<file path="src/rtl/div_pkg.sv">
// rtl/div_pkg.sv - shared state encoding and sizing helpers for the iterative divider
package div_pkg;

   typedef enum logic [1:0] {
      DIV_FREE   = 2'b00,
      DIV_BYZERO = 2'b01,
      DIV_ON     = 2'b10,
      DIV_END    = 2'b11
   } div_state_e;

   localparam int DIV_WIDTH = 32;
   localparam int DIV_CNT_W = $clog2(DIV_WIDTH + 1);

   // result_o = {remainder, quotient}
   localparam int DIV_QUO_LSB = 0;
   localparam int DIV_REM_LSB = DIV_WIDTH;

   function automatic int div_cnt_w(input int width);
      return $clog2(width + 1);
   endfunction

endpackage

</file>
<file path="src/rtl/div_sub_step.sv">
// rtl/div_sub_step.sv - (WIDTH+1)-bit trial subtractor for one restoring-division step
module div_sub_step #(
   parameter int WIDTH = 32
) (
   input  logic [WIDTH:0]   minuend,
   input  logic [WIDTH-1:0] divisor,
   output logic [WIDTH-1:0] diff,
   output logic             neg
);

   logic [WIDTH:0] sum;

   // Same invert-and-carry-in form as the adders; the top bit is the borrow.
   assign sum  = minuend + ~{1'b0, divisor} + {{WIDTH{1'b0}}, 1'b1};
   assign diff = sum[WIDTH-1:0];
   assign neg  = sum[WIDTH];

endmodule

</file>
<file path="src/rtl/div_iter.sv">
// rtl/div_iter.sv - iterative radix-2 restoring divider for MIPS DIV/DIVU
// Optional DIV_EARLY_OUT_EN: finish on the accepting edge when |dividend| < |divisor|.
module div_iter
   import div_pkg::*;
#(
   parameter int WIDTH = DIV_WIDTH
) (
   input  logic                 clk,
   input  logic                 rst,
   input  logic                 signed_div_i,
   input  logic [WIDTH-1:0]     opdata1_i,
   input  logic [WIDTH-1:0]     opdata2_i,
   input  logic                 start_i,
   input  logic                 annul_i,
   output logic [2*WIDTH-1:0]   result_o,
   output logic                 ready_o
);

   localparam int CNT_W = div_cnt_w(WIDTH);

   div_state_e         state, state_nxt;
   logic [CNT_W-1:0]   cnt;
   logic [2*WIDTH:0]   work;
   logic [WIDTH-1:0]   dvs_mag;
   logic               neg_dvd, neg_dvs;

   logic               dvd_neg_in, dvs_neg_in;
   logic [WIDTH-1:0]   dvd_mag_in, dvs_mag_in;
   logic               accept, dvs_zero, early_out, iter_done;
   logic [WIDTH-1:0]   diff, quo, rem, quo_fix, rem_fix;
   logic               diff_neg;
   logic [2*WIDTH-1:0] result_nxt;
   logic               ready_nxt;

   assign dvd_neg_in = signed_div_i & opdata1_i[WIDTH-1];
   assign dvs_neg_in = signed_div_i & opdata2_i[WIDTH-1];
   assign dvd_mag_in = dvd_neg_in ? (~opdata1_i + WIDTH'(1)) : opdata1_i;
   assign dvs_mag_in = dvs_neg_in ? (~opdata2_i + WIDTH'(1)) : opdata2_i;

   assign accept    = start_i & ~annul_i;
   assign dvs_zero  = (opdata2_i == '0);
   assign iter_done = (cnt == CNT_W'(WIDTH));

`ifdef DIV_EARLY_OUT_EN
   assign early_out = (dvd_mag_in < dvs_mag_in);
`else
   assign early_out = 1'b0;
`endif

   // Remainder sits above the consumed dividend bits; quotient bits shift in at bit 0.
   assign quo     = work[WIDTH-1:0];
   assign rem     = work[2*WIDTH:WIDTH+1];
   assign quo_fix = (neg_dvd ^ neg_dvs) ? (~quo + WIDTH'(1)) : quo;
   assign rem_fix = neg_dvd ? (~rem + WIDTH'(1)) : rem;

   div_sub_step #(
      .WIDTH(WIDTH)
   ) u_sub_step (
      .minuend (work[2*WIDTH:WIDTH]),
      .divisor (dvs_mag),
      .diff    (diff),
      .neg     (diff_neg)
   );

   always_ff @(posedge clk or posedge rst) begin
      if (rst) begin
         state <= DIV_FREE;
      end else begin
         state <= state_nxt;
      end
   end

   always_comb begin
      state_nxt = state;
      case (state)
         DIV_FREE: begin
            if (accept) begin
               if (dvs_zero) begin
                  state_nxt = DIV_BYZERO;
               end else if (early_out) begin
                  state_nxt = DIV_END;
               end else begin
                  state_nxt = DIV_ON;
               end
            end
         end
         DIV_BYZERO: begin
            state_nxt = annul_i ? DIV_FREE : DIV_END;
         end
         DIV_ON: begin
            if (annul_i) begin
               state_nxt = DIV_FREE;
            end else if (iter_done) begin
               state_nxt = DIV_END;
            end
         end
         DIV_END: begin
            if (!start_i) begin
               state_nxt = DIV_FREE;
            end
         end
         default: state_nxt = DIV_FREE;
      endcase
   end

   // Next values of the registered outputs; everything outside END reads as zero.
   always_comb begin
      result_nxt = '0;
      ready_nxt  = (state_nxt == DIV_END);
      if (state_nxt == DIV_END) begin
         case (state)
            DIV_ON:   result_nxt = {rem_fix, quo_fix};
            DIV_FREE: result_nxt = {opdata1_i, {WIDTH{1'b0}}};
            DIV_END:  result_nxt = result_o;
            default:  result_nxt = '0;
         endcase
      end
   end

   always_ff @(posedge clk or posedge rst) begin
      if (rst) begin
         result_o <= '0;
         ready_o  <= 1'b0;
      end else begin
         result_o <= result_nxt;
         ready_o  <= ready_nxt;
      end
   end

   always_ff @(posedge clk or posedge rst) begin
      if (rst) begin
         cnt     <= '0;
         work    <= '0;
         dvs_mag <= '0;
         neg_dvd <= 1'b0;
         neg_dvs <= 1'b0;
      end else if (state == DIV_FREE && state_nxt == DIV_ON) begin
         cnt     <= '0;
         work    <= {{WIDTH{1'b0}}, dvd_mag_in, 1'b0};
         dvs_mag <= dvs_mag_in;
         neg_dvd <= dvd_neg_in;
         neg_dvs <= dvs_neg_in;
      end else if (state == DIV_ON && state_nxt == DIV_ON) begin
         work <= diff_neg ? {work[2*WIDTH-1:0], 1'b0}
                          : {diff, work[WIDTH-1:0], 1'b1};
         cnt  <= cnt + CNT_W'(1);
      end
   end

endmodule
</file>
<file path="config.mk">
export PLATFORM = sky130hd
export DESIGN_NAME = div_iter
export DESIGN_NICKNAME = d
export VERILOG_FILES = /design/src/rtl/div_pkg.sv /design/src/rtl/div_sub_step.sv /design/src/rtl/div_iter.sv
export SDC_FILE = /design/constraint.sdc
export NUM_CORES = 1
export LEC_CHECK = 0
export ABC_AREA = 1
export CAP_MARGIN = 40
export CORE_ASPECT_RATIO = 1.5
export CORE_MARGIN = 3
export CORE_UTILIZATION = 40
export CTS_BUF_LIST = sky130_fd_sc_hd__clkbuf_8 sky130_fd_sc_hd__clkbuf_16
export DETAILED_ROUTE_END_ITERATION = 12
export PLACE_DENSITY = 0.58
export SLEW_MARGIN = 20
export SYNTH_ARGS = -nofsm -noshare
export SYNTH_HDL_FRONTEND = slang
export SYNTH_SLANG_ARGS = --single-unit
</file>
<file path="constraint.sdc">
create_clock -name clk -period 7.8 [get_ports clk]
set_input_delay 1.56 -clock clk [delete_from_list [all_inputs] [get_ports clk]]
set_output_delay 1.56 -clock clk [all_outputs]
set_load 0.005 [all_outputs]
</file>
==> summary.md, run 1 <==
| Metric | Value |
|---|---|
| Status | finished, final reports clean |
| Crit path kind | primary input to flop |
| Met1 usage | 27.0% |
| Cts bufs inserted | 17 |
| Actual slew at the worst max-slew pin | 0.745 ns |
| WP data arrival | ~4.6 ns |
| Synth Flop Type | dfrtp_1 |
| Post-synthesis async set-or-reset flop share | 100% |
| PortBufs | 133 |
| Placed cells | 2654 |
| Vias in the first global route | 13.6k |
| Die ar. | ~0.036 sq mm |
| Final Hold Fails | 0 |
| Ant diodes | 0 |
| Post-DR vias/cell | 5.18 |
| Clock root cell | clkbuf_16 |
| First-pass GRT wire length | 72600 um |
| Setup Skew | about 0.016 ns |
| Post-CTS Setup Inserts | 0 |
| Register area share after synthesis | 31.5% |
| Clock transition at the registers of the reported paths | 0.07 ns |
| Fill cells | 3538 |
| RSZ-0062 raised after global routing | no |
| Post-synth top area share | about a third |
| Antenna-violating nets left | 0 |
| Final setup vio count | 0 |
| CTS tree | done |
| Hold Crit Class | flop to flop |
| Total GRT Usage | between 20% and 30% |
| Setup_tns | 0 ns |
| Cell taking the most area after synthesis | dfrtp_1 |
| WL/cell | 17.4 um |
| WHS | 0.482 ns |
| Max cap viols | 0 |
| Cell Area, Synth | between 0.01 and 0.015 sq mm |
| Final net count | 2363 |
| DR vias | 13.9k |
| DR iter-0 viols | 770 |
| Syn Area/Cell | 6.33 sq um |
| Core area | 0.0335 sq mm |
| # rows | 82 |
| Post-Route WL | 46700 um |
| Detailed-placement wirelength estimate | about 38000 um |
| Period utilization | a little over half |
| Power per standard cell area | 203 mW/mm^2 |
| Data required, critical path | around 8 ns |
| Slew headroom | 50.0% |
| Startpoint types | primary input |
| Synth area leaders | dfrtp_1 (32%), nand2_1 (21%), inv_1 (8.1%), nand3_1 (8.0%), o21ai_0 (5.1%) |
| Clock tree buffer depth | 2 |
| Hold depth | 2 |
| R2R cell count | 12 |
| Crit path time final | 4.22 ns |
| Crit end category | flop |
| VDD IR-drop max | approximately 0.00016 V |
| Max Fclk | between 200 and 250 MHz |
| EDFF count, synth | 0 |
| Post-synthesis cell type count | 50 |
| Placer Congestion | 0.910 |
| Largest net degree at the start of global routing | 89 |
| Initial antenna violation count | 0 |
| Die Ht | 232 um |
| Gr ovfl total | 0 |
| M2 GR Usage | 46.8% |
| Initial Utilization | 40.7% |
| #FFs+latches synth | ~170 |
| # resized after CTS | 0 |
| Drt drc | 0 |
| Global Route met3 Usage | 2.91% |
| P_leak | 8.37 nW |
| DR pass1 iterations | 5 |
| Clock Latency Late Sink | 0.46 ns |
| Crit-path max FO | between 50 and 60 |
| Total I/O pin count | roughly 130 |
| H-tree levels | 4 |
| Synth warn | 0 |
| CTS Hold Buffers Added | 0 |
| Max Slew Vio Count | 0 |
| Synth Instances | approximately 2.2k |
| Total Power | between 3 and 4 mW |
| Share of cells above drive strength 1 | 4.37% |
| Syn_nets | 2264 |
| Layout area overhead | 16.7% |
| Final core occ | ~48% |
| GR peak layer | met2 |
| # clock sinks | 172 |
| Chip Width | 157 um |
| Final std cells w/o fill | 2687 |
synthesized netlist by cell type, drive strengths merged (25+ instances only):
cell and n:
dfrtp 172, buf 34, nand3 223, nor3 25
a21oi 55, nor2 175, inv 300, ha 38
clkbuf 34, xor2 60, nand2 762, o21ai 168
final timing paths:
path	start	end	slack [ns]
worst max-delay path	opdata2_i[1]	work[31]	3.58
worst min register to register	result_o[26]	result_o[26]	0.48
max in group asynchronous	rst	work[13]	5.12
worst max register to register	state[1]	work[13]	4.36
min in group asynchronous	rst	result_o[1]	1.42
worst min-delay path	result_o[26]	result_o[26]	0.48
per-stage QoR:
step	instance area (sq um)	setup slack [ns]
2_1_floorplan	13700	1.58
3_3_place_gp	15200	2.96
3_5_place_dp	15300	2.97
4_1_cts	15900	3.46
5_1_grt	15900	3.28
6_report	15900	3.58
worst max-delay path, stage by stage:
cell	delay [ns]
clkdlybuf4s50_1	0.40
inv_1	0.09
ha_1	0.18
nand2_1	0.16
nor2_4	0.21
nand3_2	0.12
nor2_4	0.19
nand2_2	0.09
nand2_4	0.26
buf_12	0.28
nand2_2	0.09
nand2_2	0.14
buf_4	0.53
a21oi_1	0.10
nand2_1	0.09
nand2_1	0.04
cells by family after synthesis:
kind of cell               synth area share [%]
adders and majority gates                  3.63
and+or+nand+nor                            37.3
buffers and inverters                      10.9
xor gates and xnor gates                   5.26
AOI/OAI and AO/OA                          11.3
DFF                                        31.5
final cells by class:
cell class / count / area, sq um / share of cell area [%]
repair buffers: 148 / 1540 / 9.64
clock buffers: 17 / 425 / 2.67
flip-flops and latches: 172 / 4300 / 27.0
clock inverters: 14 / 136 / 0.856
inverters: 301 / 1140 / 7.14
multi-input cells: 1615 / 7870 / 49.4
well taps: 420 / 526 / 3.30
power breakdown:
part	internal, mW	switching, mW
registers	1.01	0.117
clock network	0.446	0.404
logic	0.410	0.837
total	1.87	1.36
layout by cell type (no fill, tap or decap), types with 6 or more instances in the layout:
master / Yosys / final
xnor2_1: 22 / 22
nor2_1: 169 / 168
nand4_1: 23 / 23
inv_6: 0 / 6
ha_1: 38 / 38
clkdlybuf4s50_1: 0 / 133
nand3_1: 219 / 219
nor3_1: 24 / 24
buf_4: 6 / 9
nand2_1: 755 / 755
o22ai_1: 9 / 9
o21ai_0: 140 / 140
inv_1: 295 / 293
clkbuf_16: 0 / 17
o211ai_1: 7 / 7
o21ai_2: 20 / 20
a21oi_1: 54 / 54
dfrtp_1: 172 / 172
xor2_1: 60 / 60
o31ai_1: 6 / 6
o21ai_1: 8 / 8
sequential cells by signal, summed over array words and instances, names as in the netlist:
signal / flops
cnt: 6
dvs_mag: 32
neg_dvd: 1
neg_dvs: 1
ready_o: 1
result_o: 64
state: 2
work: 65
per-layer routing:
layer  routed length [um]  vias up  share of wire (%)
met5                    0        -                  0
met4                 3750        0                8.0
met3                 1090      112                2.3
met2                24300      305                 52
met1                17600     6465                 38
li1                     -     7034                  -
(Power assumes the default switching activity.)
==> run 2, diff against run 1 <==
- clock period: 7.8 -> 3.9 ns (I/O delays scaled with it)
==> run 2 against run 1 <==
  * Combinational power up 98%
  * Critical path depth unchanged
  * Sequential power up 100%
  * Register-to-register slack worse by 3.4 ns
  * Clock skew down 0.0038 ns
  * Cell area up 0.15%
  * Routed wire length down 0.31%
  * Via count down 0.64%
  * Core utilization up 0.071 points
  * Non-clock buffer count up 5
  * Hold slack about the same
  * Clock-buffer cell count up 1
  * Largest cell class unchanged
  * Largest power group unchanged
==> summary.md, run 2 (synthesis results as in run 1) <==
| Metric | Value |
|---|---|
| Period utilization | 76.4% |
| Max Slew Vio Count | 0 (unchanged) |
| DR vias | 13.8k (was 13.9k) |
| WL/cell | 17.3 um (was 17.4 um) |
| # resized after CTS | 0 (unchanged) |
| Max reg flops | 65 (unchanged) |
| Setup_tns | 0 ns (unchanged) |
| Clock tree buffer depth | 2 (unchanged) |
| Total I/O pin count | 134 (unchanged) |
| Most common cell after layout, fill and taps aside | nand2_1 (unchanged) |
| VDD IR-drop max | 0.000305 V (was 0.000158 V) |
| R2R Path End | work[33] (was work[13]) |
| CP cell instances | inv_1, ha_1, fa_1, inv_1, nand2_1, nand2_1, nand3_1, nand2_1, nand2_1, nand2_1, nand2_1, nand3_2, buf_4, nand3_1, nand3_1, nand2_1 (was clkdlybuf4s50_1, inv_1, ha_1, nand2_1, nor2_4, nand3_2, nor2_4, nand2_2, nand2_4, buf_12, nand2_2, nand2_2, buf_4, a21oi_1, nand2_1, nand2_1) |
| Gr ovfl total | 0 (unchanged) |
| Vias in the first global route | 13.5k (was 13.6k) |
| Startpoint types | flop (was primary input) |
| Met2 WL | 24300 um (about the same) |
| Switching share of power | 42.0% (was 42.1%) |
| Crit-path max cell delay | 0.46 ns (was 0.53 ns) |
| Ant diodes | 0 (unchanged) |
| WHS | 0.482 ns (about the same) |
| Met3 Wirelength | 1330 um (was 1090 um) |
| DR pass1 iterations | 5 (unchanged) |
| Pre-CTS setup slack | 0.540 ns (was 2.97 ns) |
| Total GRT Usage | 25.7% (about the same) |
| Setup crit end | work[33] (was work[31]) |
| Top reg by flops | work (unchanged) |
| Hold Crit Class | flop to flop (unchanged) |
| DR iter-0 viols | 918 (was 770) |
| Max cap viols | 0 (unchanged) |
| CP max-delay cell | dfrtp_1 (was buf_4) |
| CTS Hold Buffers Added | 0 (unchanged) |
| Crit path launch | work[32] (was opdata2_i[1]) |
| Register share of total power | 34.9% (was 35.0%) |
| Clock Latency Late Sink | 0.46 ns (about the same) |
| Top flop regs | work (65), result_o (64), dvs_mag (32) (unchanged) |
| Share of cells above drive strength 1 | 4.62% (was 4.37%) |
| Core area | 0.0335 sq mm (unchanged) |
| Actual slew at the worst max-slew pin | 0.961 ns (was 0.745 ns) |
| Post-route cell area | 0.0160 sq mm (was 0.0159 sq mm) |
| Die Ht | 232 um (unchanged) |
| P_leak | 8.38 nW (was 8.37 nW) |
| Data required, critical path | 4.24 ns (was 8.15 ns) |
| Largest net degree at the start of global routing | 173 (was 89) |
| Final setup vio count | 0 (unchanged) |
| Cts bufs inserted | 17 (unchanged) |
| Die ar. | 0.0364 sq mm (unchanged) |
| Crit path kind | flop to flop (was primary input to flop) |
| Post-CTS Setup Inserts | 0 (unchanged) |
| DR top layer | met4 (unchanged) |
| Crit-path max FO | 17 (was 56) |
| Initial Utilization | 40.7% (unchanged) |
| Final net count | 2368 (was 2363) |
| # rows | 82 (unchanged) |
| H-tree levels | 4 (unchanged) |
| DRT met1 WL | 17700 um (was 17600 um) |
| WP data arrival | 3.32 ns (was 4.58 ns) |
| Final Hold Fails | 0 (unchanged) |
| First-pass GRT wire length | 72700 um (was 72600 um) |
| Clock share of power | 26.9% (was 26.3%) |
| Setup Skew | 0.0119 ns (was 0.0156 ns) |
| PortBufs | 133 (unchanged) |
| Post-Route WL | 46600 um (was 46700 um) |
| Layout area overhead | 16.9% (was 16.7%) |
| CTS tree | done (unchanged) |
| Drt drc | 0 (unchanged) |
| Most frequent CP cell | nand2_1 |
| Initial antenna violation count | 0 (unchanged) |
| Most frequent cells in the layout | nand2_1 (755), inv_1 (293), nand3_1 (219) (unchanged) |
| Total Power | 6.50 mW (was 3.23 mW) |
| Clock root cell | clkbuf_16 (unchanged) |
| Chip Width | 157 um (unchanged) |
| Combinational Power Share | 38.2% (was 38.6%) |
| Power per standard cell area | 407 mW/mm^2 (was 203 mW/mm^2) |
| R2R setup slack | 0.92 ns (was 4.36 ns) |
| Max Fclk | 336 MHz |
| Placer Congestion | 0.999 (was 0.910) |
| Worst r2r src | work[32] (was state[1]) |
| Detailed-placement wirelength estimate | 37400 um (was 37600 um) |
| Setup WS post-layout | 0.921 ns (was 3.58 ns) |
| Post-DP Area | 0.0154 sq mm (was 0.0153 sq mm) |
| Crit path time final | slightly below 3 ns |
| Switch Pwr | 2.73 mW (was 1.36 mW) |
| Antenna-violating nets left | 0 (unchanged) |
| Clock transition at the registers of the reported paths | 0.07 ns (about the same) |
| R2R cell count | 16 (was 12) |
| Crit end category | flop (unchanged) |
| RSZ-0062 raised after global routing | no (unchanged) |
| Status | finished, final reports clean (unchanged) |
| Post-DR vias/cell | 5.13 (was 5.18) |
| Slew headroom | 35.9% (was 50.0%) |
| Int Pwr | 3.77 mW (was 1.87 mW) |
| # clock sinks | 172 (unchanged) |
## run 2: worst min path at each step
stage	from	end	slack, ns	cells past startpoint
after detailed placement	result_o[24]	result_o[24]	0.47	2
after floorplan	work[32]	work[32]	0.45	2
after global routing	result_o[16]	result_o[16]	0.50	2
after CTS	result_o[24]	result_o[24]	0.48	2
after global placement	result_o[62]	result_o[62]	0.46	2
final	result_o[24]	result_o[24]	0.48	2
## run 2: metal layers
metal  GRT usage [%]  up-vias
met2            46.9      347
met3            2.52      106
li1                -     7053
met4            16.5        0
met1            27.9     6321
met5               0        -
## run 2: final cells by class
class | count | area, sq um
clock buffers | 18 | 439
clock inverters | 14 | 158
fillers | 3456 | 17600
inverters | 301 | 1140
multi-input cells | 1615 | 7870
flip-flops and latches | 172 | 4300
well taps | 420 | 526
repair buffers | 153 | 1530
## run 2: per-stage QoR
stage | utilization (%) | std cells
after detailed placement | 45.8 | 2661
final | 47.6 | 2693
after global placement | 45.8 | 2661
after global routing | 47.6 | 2693
after CTS | 47.6 | 2693
after floorplan | - | 2156
## run 2: critical path, delay by kind of cell (launching register included)
kind                       cells  cell delay (ns)
adders and majority gates      2             0.63
DFF                            1             0.46
buffers and inverters          3             0.47
and+or+nand+nor               11             1.31
## run 2: power by group through the flow
stage                     Clock, mW  Combinational (mW)  Sequential, mW
after global routing           1.85                2.80            2.31
after global placement            0                2.45            2.29
after CTS                      1.79                2.49            2.27
after floorplan                   0                1.80            2.22
after detailed placement          0                2.48            2.30
final                          1.75                2.48            2.27
==> run 3, diff against run 2 <==
- clock period: 3.9 -> 3 ns (I/O delays scaled with it)
==> run 3 against run 2 <==
  * Hold slack got worse by 0.020 ns
  * Clock-buffer cell count up 1
  * Setup slack worse by 0.71 ns
==> summary.md, run 3 (synthesis results as in run 1) <==
| Metric | Value |
|---|---|
| Initial antenna violation count | 0 (unchanged) |
| Antenna-violating nets left | 0 (unchanged) |
| Die Ht | 232 um (unchanged) |
| Final setup vio count | 0 (unchanged) |
| RSZ-0062 raised after global routing | no (unchanged) |
| Clock root cell | clkbuf_16 (unchanged) |
| Pre-CTS setup slack | 0.110 ns (was 0.540 ns) |
| Slew headroom | 45.3% (was 35.9%) |
| CTS tree | done (unchanged) |
| Setup WS post-layout | 0.211 ns (was 0.921 ns) |
| Crit path kind | flop to flop (unchanged) |
| Placed cells | 2685 (was 2661) |
| CP cell instances | ha_1, fa_1, inv_1, nand2_1, nand2_1, nand3_1, nand2_1, nand2_1, nand2_1, nand2_1, nand2_1, nand2_1, nand2_1, nand2_1, nand3_1, nand2_1 (was inv_1, ha_1, fa_1, inv_1, nand2_1, nand2_1, nand3_1, nand2_1, nand2_1, nand2_1, nand2_1, nand3_2, buf_4, nand3_1, nand3_1, nand2_1) |
| Most frequent CP cell | nand2_1 (unchanged) |
| Status | finished, final reports clean (unchanged) |
| Die ar. | 0.0364 sq mm (unchanged) |
| Ant diodes | 0 (unchanged) |
| Actual slew at the worst max-slew pin | 0.820 ns (was 0.961 ns) |
| Largest net degree at the start of global routing | 88 (was 173) |
| WL/cell | 17.3 um (about the same) |
| Crit end category | flop (unchanged) |
| Max Slew Vio Count | 0 (unchanged) |
| R2R setup slack | 0.21 ns (was 0.92 ns) |
| R2R cell count | 16 (unchanged) |
| Clock Latency Late Sink | 0.46 ns (about the same) |
| VDD IR-drop max | 0.000393 V (was 0.000305 V) |
| P_leak | 8.52 nW (was 8.38 nW) |
| Total Power | 8.44 mW (was 6.50 mW) |
| Final std cells w/o fill | 2717 (was 2693) |
| Most common cell after layout, fill and taps aside | nand2_1 (unchanged) |
| Core area | 0.0335 sq mm (unchanged) |
| Top reg by flops | work (unchanged) |
| # rows | 82 (unchanged) |
| Final Hold Fails | 0 (unchanged) |
| Setup_tns | 0 ns (unchanged) |
| DR iter-0 viols | 683 (was 918) |
| Period utilization | 93.0% (was 76.4%) |
| Final net count | 2392 (was 2368) |
| Int Pwr | 4.94 mW (was 3.77 mW) |
| Gr ovfl total | 0 (unchanged) |
| Initial Utilization | 40.7% (unchanged) |
| Startpoint types | flop (unchanged) |
| Top flop regs | work (65), result_o (64), dvs_mag (32) (unchanged) |
| DR pass1 iterations | 5 (unchanged) |
| Total GRT Usage | 26.0% (was 25.7%) |
| H-tree levels | 4 (unchanged) |
| First-pass GRT wire length | 73300 um (was 72700 um) |
| Power per standard cell area | 522 mW/mm^2 (was 407 mW/mm^2) |
| Crit-path max FO | 7 (was 17) |
| Post-Route WL | 47100 um (was 46600 um) |
| WHS | 0.462 ns (was 0.482 ns) |
| # clock sinks | 172 (unchanged) |
| Max Fclk | 359 MHz (was 336 MHz) |
| Hold Crit Class | primary input to async pin (was flop to flop) |
| CP max-delay cell | dfrtp_1 (unchanged) |
| Crit-path max cell delay | 0.49 ns (was 0.46 ns) |
| CTS Hold Buffers Added | 0 (unchanged) |
| Drt drc | 0 (unchanged) |
| Cts bufs inserted | 17 (unchanged) |
| Clock transition at the registers of the reported paths | 0.07 ns (about the same) |
| Crit path time final | 2.79 ns (was 2.98 ns) |
| Worst r2r src | dvs_mag[0] (was work[32]) |
| Max cap viols | 0 (unchanged) |
| Most frequent cells in the layout | nand2_1 (755), inv_1 (294), nand3_1 (219) (was nand2_1 (755), inv_1 (293), nand3_1 (219)) |
| Share of cells above drive strength 1 | 5.57% (was 4.62%) |
| Vias in the first global route | 13.8k (was 13.5k) |
| Placer Congestion | 0.972 (was 0.999) |
| Combinational Power Share | 39.0% (was 38.2%) |
| WP data arrival | 3.14 ns (was 3.32 ns) |
| Switch Pwr | 3.51 mW (was 2.73 mW) |
| Detailed-placement wirelength estimate | 38100 um (was 37400 um) |
| Post-CTS Setup Inserts | 0 (unchanged) |
| Total I/O pin count | 134 (unchanged) |
| Clock share of power | 26.1% (was 26.9%) |
| R2R Path End | work[35] (was work[33]) |
| PortBufs | 133 (unchanged) |
| Max reg flops | 65 (unchanged) |
| # resized after CTS | 0 (unchanged) |
| Layout area overhead | 18.3% (was 16.9%) |
| Register share of total power | 34.9% (about the same) |
| DR vias | 14.0k (was 13.8k) |
| Data required, critical path | 3.35 ns (was 4.24 ns) |
| Chip Width | 157 um (unchanged) |
| Clock tree buffer depth | 2 (unchanged) |
| Post-DR vias/cell | 5.14 (was 5.13) |
| Switching share of power | 41.5% (was 42.0%) |
| Setup Skew | 0.0122 ns (was 0.0119 ns) |
[run 3: changes by cell type in the layout (fill, tap and decap cells not counted)]
cell,change
buf_12,+3
inv_1,+1
clkinvlp_4,-4
nand2_8,+1
clkinv_4,+5
clkinv_8,-2
clkinv_2,+2
clkbuf_8,+1
buf_4,+21
inv_8,-3
nand2_4,-1
[run 3: how the worst max path moves through the flow]
stage                     cells after the start        to          from
after floorplan                               1    cnt[0]           rst
after global placement                       15  work[31]  opdata2_i[1]
after detailed placement                     14  work[46]  opdata2_i[1]
after CTS                                    16  work[50]    dvs_mag[0]
after global routing                         17  work[38]      work[32]
final                                        16  work[35]    dvs_mag[0]
[run 3: power groups by stage]
| stage | registers (mW) | logic (mW) | clock network [mW] |
|---|---|---|---|
| after floorplan | 2.89 | 2.34 | 0 |
| after global placement | 2.98 | 3.25 | 0 |
| after detailed placement | 2.98 | 3.29 | 0 |
| after CTS | 2.94 | 3.31 | 2.25 |
| after global routing | 2.99 | 3.73 | 2.34 |
| final | 2.95 | 3.29 | 2.20 |
[run 3: worst max-delay path, delay by kind of cell (launching register included)]
| family | cells | cell delay, ns |
|---|---|---|
| buffers and inverters | 1 | 0.10 |
| DFF | 1 | 0.49 |
| and+or+nand+nor | 13 | 1.38 |
| adders and majority gates | 2 | 0.71 |
[run 3: per-layer routing]
metal  share of wire (%)  wire (um)  global-route usage, %
met5                   0          0                      0
met4                 6.8       3230                   16.5
met3                 2.4       1120                   2.85
met2                  54      25200                   48.6
met1                  37      17500                   26.9
[run 3: layout make-up]
class	instances	area [sq um]
inverters	301	1140
clock inverters	13	119
clock buffers	19	453
repair buffers	177	1750
fillers	3578	17400
well taps	420	526
flip-flops and latches	172	4300
multi-input cells	1615	7880
[run 3: per-stage QoR]
stage / instance area [sq um] / utilization [%]
2_1_floorplan: 13700 / -
3_3_place_gp: 15600 / 46.4
3_5_place_dp: 15600 / 46.4
4_1_cts: 16200 / 48.2
5_1_grt: 16200 / 48.2
6_report: 16200 / 48.2
